==> config.mk <==
export PLATFORM = sky130hd
export DESIGN_NAME = if_id_stage_skid_flat
export DESIGN_NICKNAME = d
export VERILOG_FILES = /design/src/rtl/if_id_stage_skid_pkg.sv /design/src/rtl/if_id_stage_skid_if.sv /design/src/rtl/pipe_skid_buf.sv /design/src/rtl/if_id_stage_skid.sv /design/src/flat_wrapper.sv
export SDC_FILE = /design/constraint.sdc
export NUM_CORES = 1
export LEC_CHECK = 0
export ABC_AREA = 1
export CAP_MARGIN = 10
export CORE_MARGIN = 5
export CORE_UTILIZATION = 43
export CTS_CLUSTER_SIZE = 16
export DETAILED_ROUTE_END_ITERATION = 8
export GPL_ROUTABILITY_DRIVEN = 0
export HOLD_SLACK_MARGIN = 0.15
export PLACE_DENSITY_LB_ADDON = 0.1
export SLEW_MARGIN = 20
export SYNTH_ARGS = -nofsm -noshare
export SYNTH_HDL_FRONTEND = slang
export SYNTH_SLANG_ARGS = --single-unit
export TNS_END_PERCENT = 10
==> constraint.sdc <==
create_clock -name clk -period 1.4 [get_ports clk]
set_input_delay 0.28 -clock clk [delete_from_list [all_inputs] [get_ports clk]]
set_output_delay 0.28 -clock clk [all_outputs]
set_load 0.02 [all_outputs]
==> src/rtl/if_id_stage_skid_pkg.sv <==
// Shared constants and stage-state encoding for the IF/ID pipeline stage.
package pipe_pkg;

    localparam int OPC_W   = 6;
    localparam int REG_W   = 5;
    localparam int SHAMT_W = 5;
    localparam int FUNC_W  = 6;
    localparam int IMM_W   = 16;
    localparam int JADDR_W = 26;
    localparam int INSTR_W = 32;

    // sll $0,$0,0 encodes as all zeros, so clearing the payload yields a NOP
    localparam logic [INSTR_W-1:0] NOP_INSTR = 32'h0000_0000;

    typedef enum logic [1:0] {
        EMPTY = 2'd0,
        ONE   = 2'd1,
        FULL  = 2'd2
    } stage_state_e;

endpackage

==> src/rtl/if_id_stage_skid_if.sv <==
// Fetch-side and decode-side signal bundle of the IF/ID stage.
interface if_id_stage_skid_if #(
    parameter int PC_W  = 32,
    parameter int SB_W  = 1,
    parameter int CNT_W = 16
) ();
    import pipe_pkg::*;

    logic                 in_valid;
    logic                 in_ready;
    logic [INSTR_W-1:0]   in_instr;
    logic [PC_W-1:0]      in_pc4;
    logic [SB_W-1:0]      in_sb;
    logic                 flush;

    logic                 out_valid;
    logic                 out_ready;
    logic [OPC_W-1:0]     out_opcode;
    logic [REG_W-1:0]     out_rs;
    logic [REG_W-1:0]     out_rt;
    logic [REG_W-1:0]     out_rd;
    logic [SHAMT_W-1:0]   out_shamt;
    logic [FUNC_W-1:0]    out_func;
    logic [IMM_W-1:0]     out_imm;
    logic [JADDR_W-1:0]   out_addr;
    logic [PC_W-1:0]      out_pc4;
    logic [SB_W-1:0]      out_sb;
    logic [CNT_W-1:0]     stall_cycles;

    // the stage itself
    modport slave (
        input  in_valid, in_instr, in_pc4, in_sb, flush, out_ready,
        output in_ready, out_valid, out_opcode, out_rs, out_rt, out_rd,
               out_shamt, out_func, out_imm, out_addr, out_pc4, out_sb,
               stall_cycles
    );

    // fetch + decode environment around the stage
    modport master (
        output in_valid, in_instr, in_pc4, in_sb, flush, out_ready,
        input  in_ready, out_valid, out_opcode, out_rs, out_rt, out_rd,
               out_shamt, out_func, out_imm, out_addr, out_pc4, out_sb,
               stall_cycles
    );

endinterface

==> src/rtl/pipe_skid_buf.sv <==
// Generic 2-entry valid/ready skid buffer with synchronous flush; in_ready
// depends only on registered state (and reset), never on out_ready.
//
//   state | meaning
//   EMPTY | no beat held
//   ONE   | main entry valid, skid empty
//   FULL  | main and skid valid, upstream stalled
module pipe_skid_buf
    import pipe_pkg::*;
#(
    parameter int W = 8
) (
    input  logic         clk,
    input  logic         rst_n,
    input  logic         flush,
    input  logic         in_valid,
    output logic         in_ready,
    input  logic [W-1:0] in_data,
    output logic         out_valid,
    input  logic         out_ready,
    output logic [W-1:0] out_data
);

    stage_state_e state_q, state_d;
    logic [W-1:0] main_q, main_d;
    logic [W-1:0] skid_q, skid_d;
    logic         accept;
    logic         consume;

    assign in_ready  = rst_n & (state_q != FULL);
    assign out_valid = (state_q != EMPTY);
    assign out_data  = main_q;
    assign accept    = in_valid & in_ready;
    assign consume   = out_valid & out_ready;

    always_comb begin
        state_d = state_q;
        main_d  = main_q;
        skid_d  = skid_q;
        if (flush) begin
            // beat offered now is accepted by the handshake but dropped here
            state_d = EMPTY;
            main_d  = '0;
            skid_d  = '0;
        end else begin
            unique case (state_q)
                EMPTY: begin
                    if (accept) begin
                        state_d = ONE;
                        main_d  = in_data;
                    end
                end
                ONE: begin
                    if (accept && consume) begin
                        main_d = in_data;
                    end else if (consume) begin
                        state_d = EMPTY;
                    end else if (accept) begin
                        state_d = FULL;
                        skid_d  = in_data;
                    end
                end
                FULL: begin
                    if (consume) begin
                        state_d = ONE;
                        main_d  = skid_q;
                    end
                end
                default: begin
                    state_d = EMPTY;
                    main_d  = '0;
                    skid_d  = '0;
                end
            endcase
        end
    end

    always_ff @(posedge clk) begin
        if (!rst_n) begin
            state_q <= EMPTY;
            main_q  <= '0;
            skid_q  <= '0;
        end else begin
            state_q <= state_d;
            main_q  <= main_d;
            skid_q  <= skid_d;
        end
    end

endmodule

==> src/rtl/if_id_stage_skid.sv <==
// IF/ID stage: skid-buffered instruction/PC+4/sideband with MIPS field decode.
// Define IF_ID_STALL_CNT_EN to build the saturating decode-stall counter.
module if_id_stage_skid
    import pipe_pkg::*;
#(
    parameter int PC_W  = 32,
    parameter int SB_W  = 1,
    parameter int CNT_W = 16
) (
    input  logic               clk,
    input  logic               rst_n,
    if_id_stage_skid_if.slave  bus
);

    localparam int W = INSTR_W + PC_W + SB_W;

    logic [W-1:0]       in_data;
    logic [W-1:0]       out_data;
    logic [INSTR_W-1:0] instr;

    assign in_data = {bus.in_instr, bus.in_pc4, bus.in_sb};

    pipe_skid_buf #(
        .W (W)
    ) u_skid (
        .clk       (clk),
        .rst_n     (rst_n),
        .flush     (bus.flush),
        .in_valid  (bus.in_valid),
        .in_ready  (bus.in_ready),
        .in_data   (in_data),
        .out_valid (bus.out_valid),
        .out_ready (bus.out_ready),
        .out_data  (out_data)
    );

    assign instr       = out_data[W-1 -: INSTR_W];
    assign bus.out_pc4 = out_data[SB_W +: PC_W];
    assign bus.out_sb  = out_data[SB_W-1:0];

    assign bus.out_opcode = instr[31:26];
    assign bus.out_rs     = instr[25:21];
    assign bus.out_rt     = instr[20:16];
    assign bus.out_rd     = instr[15:11];
    assign bus.out_shamt  = instr[10:6];
    assign bus.out_func   = instr[5:0];
    assign bus.out_imm    = instr[15:0];
    assign bus.out_addr   = instr[25:0];

`ifdef IF_ID_STALL_CNT_EN
    logic [CNT_W-1:0] stall_q, stall_d;

    // saturates rather than wraps; flush leaves it alone
    always_comb begin
        stall_d = stall_q;
        if (bus.out_valid && !bus.out_ready && (stall_q != {CNT_W{1'b1}})) begin
            stall_d = stall_q + 1'b1;
        end
    end

    always_ff @(posedge clk) begin
        if (!rst_n) begin
            stall_q <= '0;
        end else begin
            stall_q <= stall_d;
        end
    end

    assign bus.stall_cycles = stall_q;
`else
    assign bus.stall_cycles = '0;
`endif

endmodule

==> src/flat_wrapper.sv <==
// flat-port wrapper written by rule: the top's interface ports become plain ports
module if_id_stage_skid_flat import pipe_pkg::*;
#(
    parameter int PC_W  = 32,
    parameter int SB_W  = 1,
    parameter int CNT_W = 16
)
  (clk, rst_n, bus_in_valid, bus_in_instr, bus_in_pc4, bus_in_sb, bus_flush, bus_out_ready, bus_in_ready, bus_out_valid, bus_out_opcode, bus_out_rs, bus_out_rt, bus_out_rd, bus_out_shamt, bus_out_func, bus_out_imm, bus_out_addr, bus_out_pc4, bus_out_sb, bus_stall_cycles);
  if_id_stage_skid_if #(.PC_W(PC_W), .SB_W(SB_W), .CNT_W(CNT_W)) bus_i ();
  input  logic clk;
  input  logic rst_n;
  input wire logic [$bits(bus_i.in_valid)-1:0] bus_in_valid;
  input wire logic [$bits(bus_i.in_instr)-1:0] bus_in_instr;
  input wire logic [$bits(bus_i.in_pc4)-1:0] bus_in_pc4;
  input wire logic [$bits(bus_i.in_sb)-1:0] bus_in_sb;
  input wire logic [$bits(bus_i.flush)-1:0] bus_flush;
  input wire logic [$bits(bus_i.out_ready)-1:0] bus_out_ready;
  output wire logic [$bits(bus_i.in_ready)-1:0] bus_in_ready;
  output wire logic [$bits(bus_i.out_valid)-1:0] bus_out_valid;
  output wire logic [$bits(bus_i.out_opcode)-1:0] bus_out_opcode;
  output wire logic [$bits(bus_i.out_rs)-1:0] bus_out_rs;
  output wire logic [$bits(bus_i.out_rt)-1:0] bus_out_rt;
  output wire logic [$bits(bus_i.out_rd)-1:0] bus_out_rd;
  output wire logic [$bits(bus_i.out_shamt)-1:0] bus_out_shamt;
  output wire logic [$bits(bus_i.out_func)-1:0] bus_out_func;
  output wire logic [$bits(bus_i.out_imm)-1:0] bus_out_imm;
  output wire logic [$bits(bus_i.out_addr)-1:0] bus_out_addr;
  output wire logic [$bits(bus_i.out_pc4)-1:0] bus_out_pc4;
  output wire logic [$bits(bus_i.out_sb)-1:0] bus_out_sb;
  output wire logic [$bits(bus_i.stall_cycles)-1:0] bus_stall_cycles;
  assign bus_i.in_valid = bus_in_valid;
  assign bus_i.in_instr = bus_in_instr;
  assign bus_i.in_pc4 = bus_in_pc4;
  assign bus_i.in_sb = bus_in_sb;
  assign bus_i.flush = bus_flush;
  assign bus_i.out_ready = bus_out_ready;
  assign bus_in_ready = bus_i.in_ready;
  assign bus_out_valid = bus_i.out_valid;
  assign bus_out_opcode = bus_i.out_opcode;
  assign bus_out_rs = bus_i.out_rs;
  assign bus_out_rt = bus_i.out_rt;
  assign bus_out_rd = bus_i.out_rd;
  assign bus_out_shamt = bus_i.out_shamt;
  assign bus_out_func = bus_i.out_func;
  assign bus_out_imm = bus_i.out_imm;
  assign bus_out_addr = bus_i.out_addr;
  assign bus_out_pc4 = bus_i.out_pc4;
  assign bus_out_sb = bus_i.out_sb;
  assign bus_stall_cycles = bus_i.stall_cycles;
  if_id_stage_skid #(.PC_W(PC_W), .SB_W(SB_W), .CNT_W(CNT_W)) u_core (.clk(clk), .rst_n(rst_n), .bus(bus_i));
endmodule
==> results summary <==
The flow ran to the end, but the final reports show violations. The checks that failed: setup timing. The clock-pin slew on the worst setup and hold paths came out at 0.06 ns. The portion of total power attributed to the clock network came out at 46.0%. The number of max-capacitance violations reported is 0. The count of standard-cell rows came out at 45.

Setup violations remaining at the end of the flow were counted as 132. The multi-input combinational cells in the finished layout cover a total of 0.00294 mm^2. The wire length of the first global-routing pass came out at 27.3 mm. The maximum number of pins on one net before global-route repair came out at 62. The die covers 0.0177 mm^2. The clock arrives with 0.00487 ns of skew.

The arrival time of data at the critical path endpoint came out at 1.79 ns. The floorplan die height is 133 um. The worst setup path is launched from a flop.

Setup repair after global routing could not meet its margin everywhere. The mapped cell area came out at 0.00652 mm^2. The slack of the worst reg-to-reg path is -0.09 ns. The biggest fanout along the worst timing path is 15. Summed over all instances, the cell type with the most area after synthesis is sky130_fd_sc_hd__dfxtp_1. The number of placed I/O pins is 195. The min-delay analysis places its worst path in the category input port to flop. The highest ir drop seen on vdd is 0.000719 V.

The mean cell area of the mapped netlist is 6.49 um^2. The TritonCTS clock tree is built. The number of iterations in the first detailed-routing pass is 5.

The layout cell share with drive strength beyond 1 came out at 15.0%. The maximum number of buffers from clock root to sink is 2. The worst-skew pair later-pin latency is 0.41 ns. Global routing finished with a remaining overflow of 0. Summing the areas of all xor and xnor instances in the mapped netlist gives 0% of the synthesized area. After synthesis, the largest family of logic cells by area is simple AND/OR/NAND/NOR gates. The placed instances occupy a cell area of 0.00819 mm^2.

The post-route worst hold slack is 0.451 ns. The post-place setup slack came out at -0.472 ns. The count of antenna-violating nets left after detailed routing is 0. The number of buffers created by CTS is 17. The area share of the largest cell type after synthesis is 40.6%.

The standby leakage power is 4.04 nW. The via count of the first global-routing pass came out at 5,319. The synthesis-stage register bit count is 132. Yosys attributes the largest share of cell area to sky130_fd_sc_hd__dfxtp_1 (41%), sky130_fd_sc_hd__nand2_1 (23%), sky130_fd_sc_hd__a21oi_1 (10%). The total via count in the routed design is 6,288. The synthesized instance count came out at 1,004.

The wire length after detailed routing is 18.6 mm. The mux share of post-synthesis cell area is 0%. The maximum frequency from static timing analysis is 0.672 GHz. The average wire per cell in the routed design is 14.0 um. The layout has 1,493 filler cells. Of the total synthesized cell area, the portion taken by AND, OR, NAND and NOR gates is 32.5%. The worst setup path is captured at a flop.

Counting every sink on the clock net gives 132. The area overhead of the layout relative to synthesis is 36.9%. The combinational group share of total power is 14.4%.

The internal power is 0.00741 W. The synthesized-area fraction occupied by ao, oa, aoi and oai cells came out at 10.2%. The master cell of the clock root buffer is sky130_fd_sc_hd__clkbuf_16. The final-report hold violation count came out at 0.

The storage element area is 0.00265 mm^2. The number of distinct standard cells referenced by the synthesized netlist came out at 18. The post-layout net count is 1,202.

The hold-fix buffer count after cts is 0. By startpoint and endpoint, the worst setup path is classified as flop to flop. The remaining design rule violation count is 0.

The overall global routing resource usage came out at 18.6%. The core box area came out at 0.0150 mm^2. For this configuration, the core starts out at a cell density of 43.3%. The die span in x came out at 133 um. The analysis attributes to net switching a power of 0.00247 W. The number of placed instances, taps included came out at 1,287. 0 antenna diodes ended up in the layout. Using the TritonRoute via totals, the vias-per-cell ratio works out to 4.72.

The count of cells along the worst register-to-register path is 9. The initial antenna violation count came out at 0. The share of the yosys chip area belonging to registers came out at 40.6%. The post-layout instance count excluding filler cells is 1,333. The number of DRC violations after detailed-routing iteration 0 is 552. The sequential power share is 39.5%. The final non-filler cell area came out at 0.00892 mm^2.

The max-slew violation count came out at 0. The final cycle utilization of the critical path came out at 106%. In this run the power density over the cells is 1110 mW/mm^2. The final HPWL from detailed placement came out at 10.7 mm. In this run the tool buffered the top-level ports with 178 buffer cells. The maximum level of the CTS H-tree came out at 4. Net switching is 25.0% of the power.

The critical path data required time is 1.71 ns. The depth of the worst hold-timing path is 3. After layout, the minimum clock period comes to 1.49 ns.

The count of warnings emitted by yosys is 0. Setup slack on the critical path of the routed design comes to -0.0889 ns. The adder-cell share of the synthesized area came out at 0%.
layout make-up:
cell class                 instances  area share [%]
inverter                          73            3.07
clock inverter                     9            1.42
sequential                       132            29.7
tap                              188            2.64
clock buffer                      23            5.36
timing repair buffer             223            24.9
multi-input combinational        685            32.9
power groups by stage:
stage                     Combinational (W)  Clock [W]  Sequential [W]
after floorplan                    0.000765          0         0.00408
after detailed placement            0.00140          0         0.00399
final                               0.00143    0.00455         0.00391
after global placement              0.00139          0         0.00399
after global routing                0.00156    0.00479         0.00392
after CTS                           0.00133    0.00464         0.00391
final timing paths:
check,startpoint,to
max,u_core.u_skid.state_q[0],u_core.u_skid.out_data[18]
min,bus_in_pc4[31],u_core.u_skid.skid_q[32]
max reg2reg,u_core.u_skid.state_q[0],u_core.u_skid.out_data[18]
min reg2reg,u_core.u_skid.skid_q[40],u_core.u_skid.skid_q[40]
worst max-delay path, stage by stage, from the launching register on:
cell	delay [ns]
sky130_fd_sc_hd__dfxtp_4	0.37
sky130_fd_sc_hd__inv_2	0.05
sky130_fd_sc_hd__nand2_4	0.08
sky130_fd_sc_hd__nand3_2	0.10
sky130_fd_sc_hd__a21oi_4	0.23
sky130_fd_sc_hd__buf_4	0.19
sky130_fd_sc_hd__clkbuf_16	0.19
sky130_fd_sc_hd__nand3_1	0.07
sky130_fd_sc_hd__nand2_1	0.06
sky130_fd_sc_hd__nor2_1	0.04
cell usage after synthesis:
cell type	instances
sky130_fd_sc_hd__nand2_1	394
sky130_fd_sc_hd__dfxtp_1	132
sky130_fd_sc_hd__a21oi_1	131
sky130_fd_sc_hd__nor2_1	71
sky130_fd_sc_hd__inv_1	70
sky130_fd_sc_hd__buf_4	69
sky130_fd_sc_hd__nand3_1	67
sky130_fd_sc_hd__buf_2	34
sky130_fd_sc_hd__clkbuf_1	18
sky130_fd_sc_hd__buf_1	4
sky130_fd_sc_hd__buf_6	4
sky130_fd_sc_hd__inv_2	3
sky130_fd_sc_hd__nand4_1	2
sky130_fd_sc_hd__a21oi_2	1
sky130_fd_sc_hd__conb_1	1
sky130_fd_sc_hd__nand2_2	1
sky130_fd_sc_hd__nand3_2	1
sky130_fd_sc_hd__or2_1	1
placed cells by master, fill, tap and decap left out, types with 4 or more instances in the layout:
cell type | netlist | routed
sky130_fd_sc_hd__buf_4 | 69 | 19
sky130_fd_sc_hd__buf_12 | 0 | 14
sky130_fd_sc_hd__clkdlybuf4s50_1 | 0 | 69
sky130_fd_sc_hd__clkbuf_16 | 0 | 23
sky130_fd_sc_hd__inv_1 | 70 | 68
sky130_fd_sc_hd__nand3_1 | 67 | 66
sky130_fd_sc_hd__conb_1 | 1 | 16
sky130_fd_sc_hd__clkinv_2 | 0 | 4
sky130_fd_sc_hd__dfxtp_2 | 0 | 5
sky130_fd_sc_hd__dfxtp_1 | 132 | 126
sky130_fd_sc_hd__nand2_1 | 394 | 391
sky130_fd_sc_hd__nor2_1 | 71 | 67
sky130_fd_sc_hd__clkdlybuf4s15_1 | 0 | 21
sky130_fd_sc_hd__inv_2 | 3 | 5
sky130_fd_sc_hd__buf_2 | 34 | 5
sky130_fd_sc_hd__clkbuf_2 | 0 | 37
sky130_fd_sc_hd__buf_6 | 4 | 4
sky130_fd_sc_hd__dlygate4sd2_1 | 0 | 25
sky130_fd_sc_hd__a21oi_2 | 1 | 12
sky130_fd_sc_hd__a21oi_1 | 131 | 119
sky130_fd_sc_hd__clkdlybuf4s15_2 | 0 | 20
what timing repair did:
| item | 4_1_cts | 5_1_grt |
|---|---|---|
| gates cloned | 0 | 8 |
| hold endpoints to repair | 0 | 0 |
| pin swaps | 1 | 12 |
| endpoints found under the setup margin | 240 | 205 |
| buffers inserted | 0 | 6 |
| resized for setup | 205 | 92 |
registers in the layout (all words and copies together), names as in the netlist:
name,flops
u_core.u_skid.skid_q,65
u_core.u_skid.state_q,2
u_core.u_skid.out_data,65
cell families after synthesis:
kind of cell	after synthesis
and+or+nand+nor	537
buffers and inverters	202
AOI/OAI and AO/OA	132
DFF	132
other	1
metal layers:
layer / global-route usage (%) / share of wire, % / vias to the layer above
li1: - / - / 3282
met1: 26.0 / 47 / 2823
met2: 28.8 / 46 / 167
met3: 4.53 / 5.8 / 16
met4: 5.37 / 1.1 / 0
met5: 0 / 0 / -
stage by stage:
stage,total power [W],setup TNS (ns),util [%]
after floorplan,0.00485,0,-
after global placement,0.00538,-52.00,54.5
after detailed placement,0.00539,-55.99,54.5
after CTS,0.00987,-4.29,58.4
after global routing,0.0103,-17.55,59.3
final,0.00989,-6.51,59.3
(Power assumes the default switching activity.)
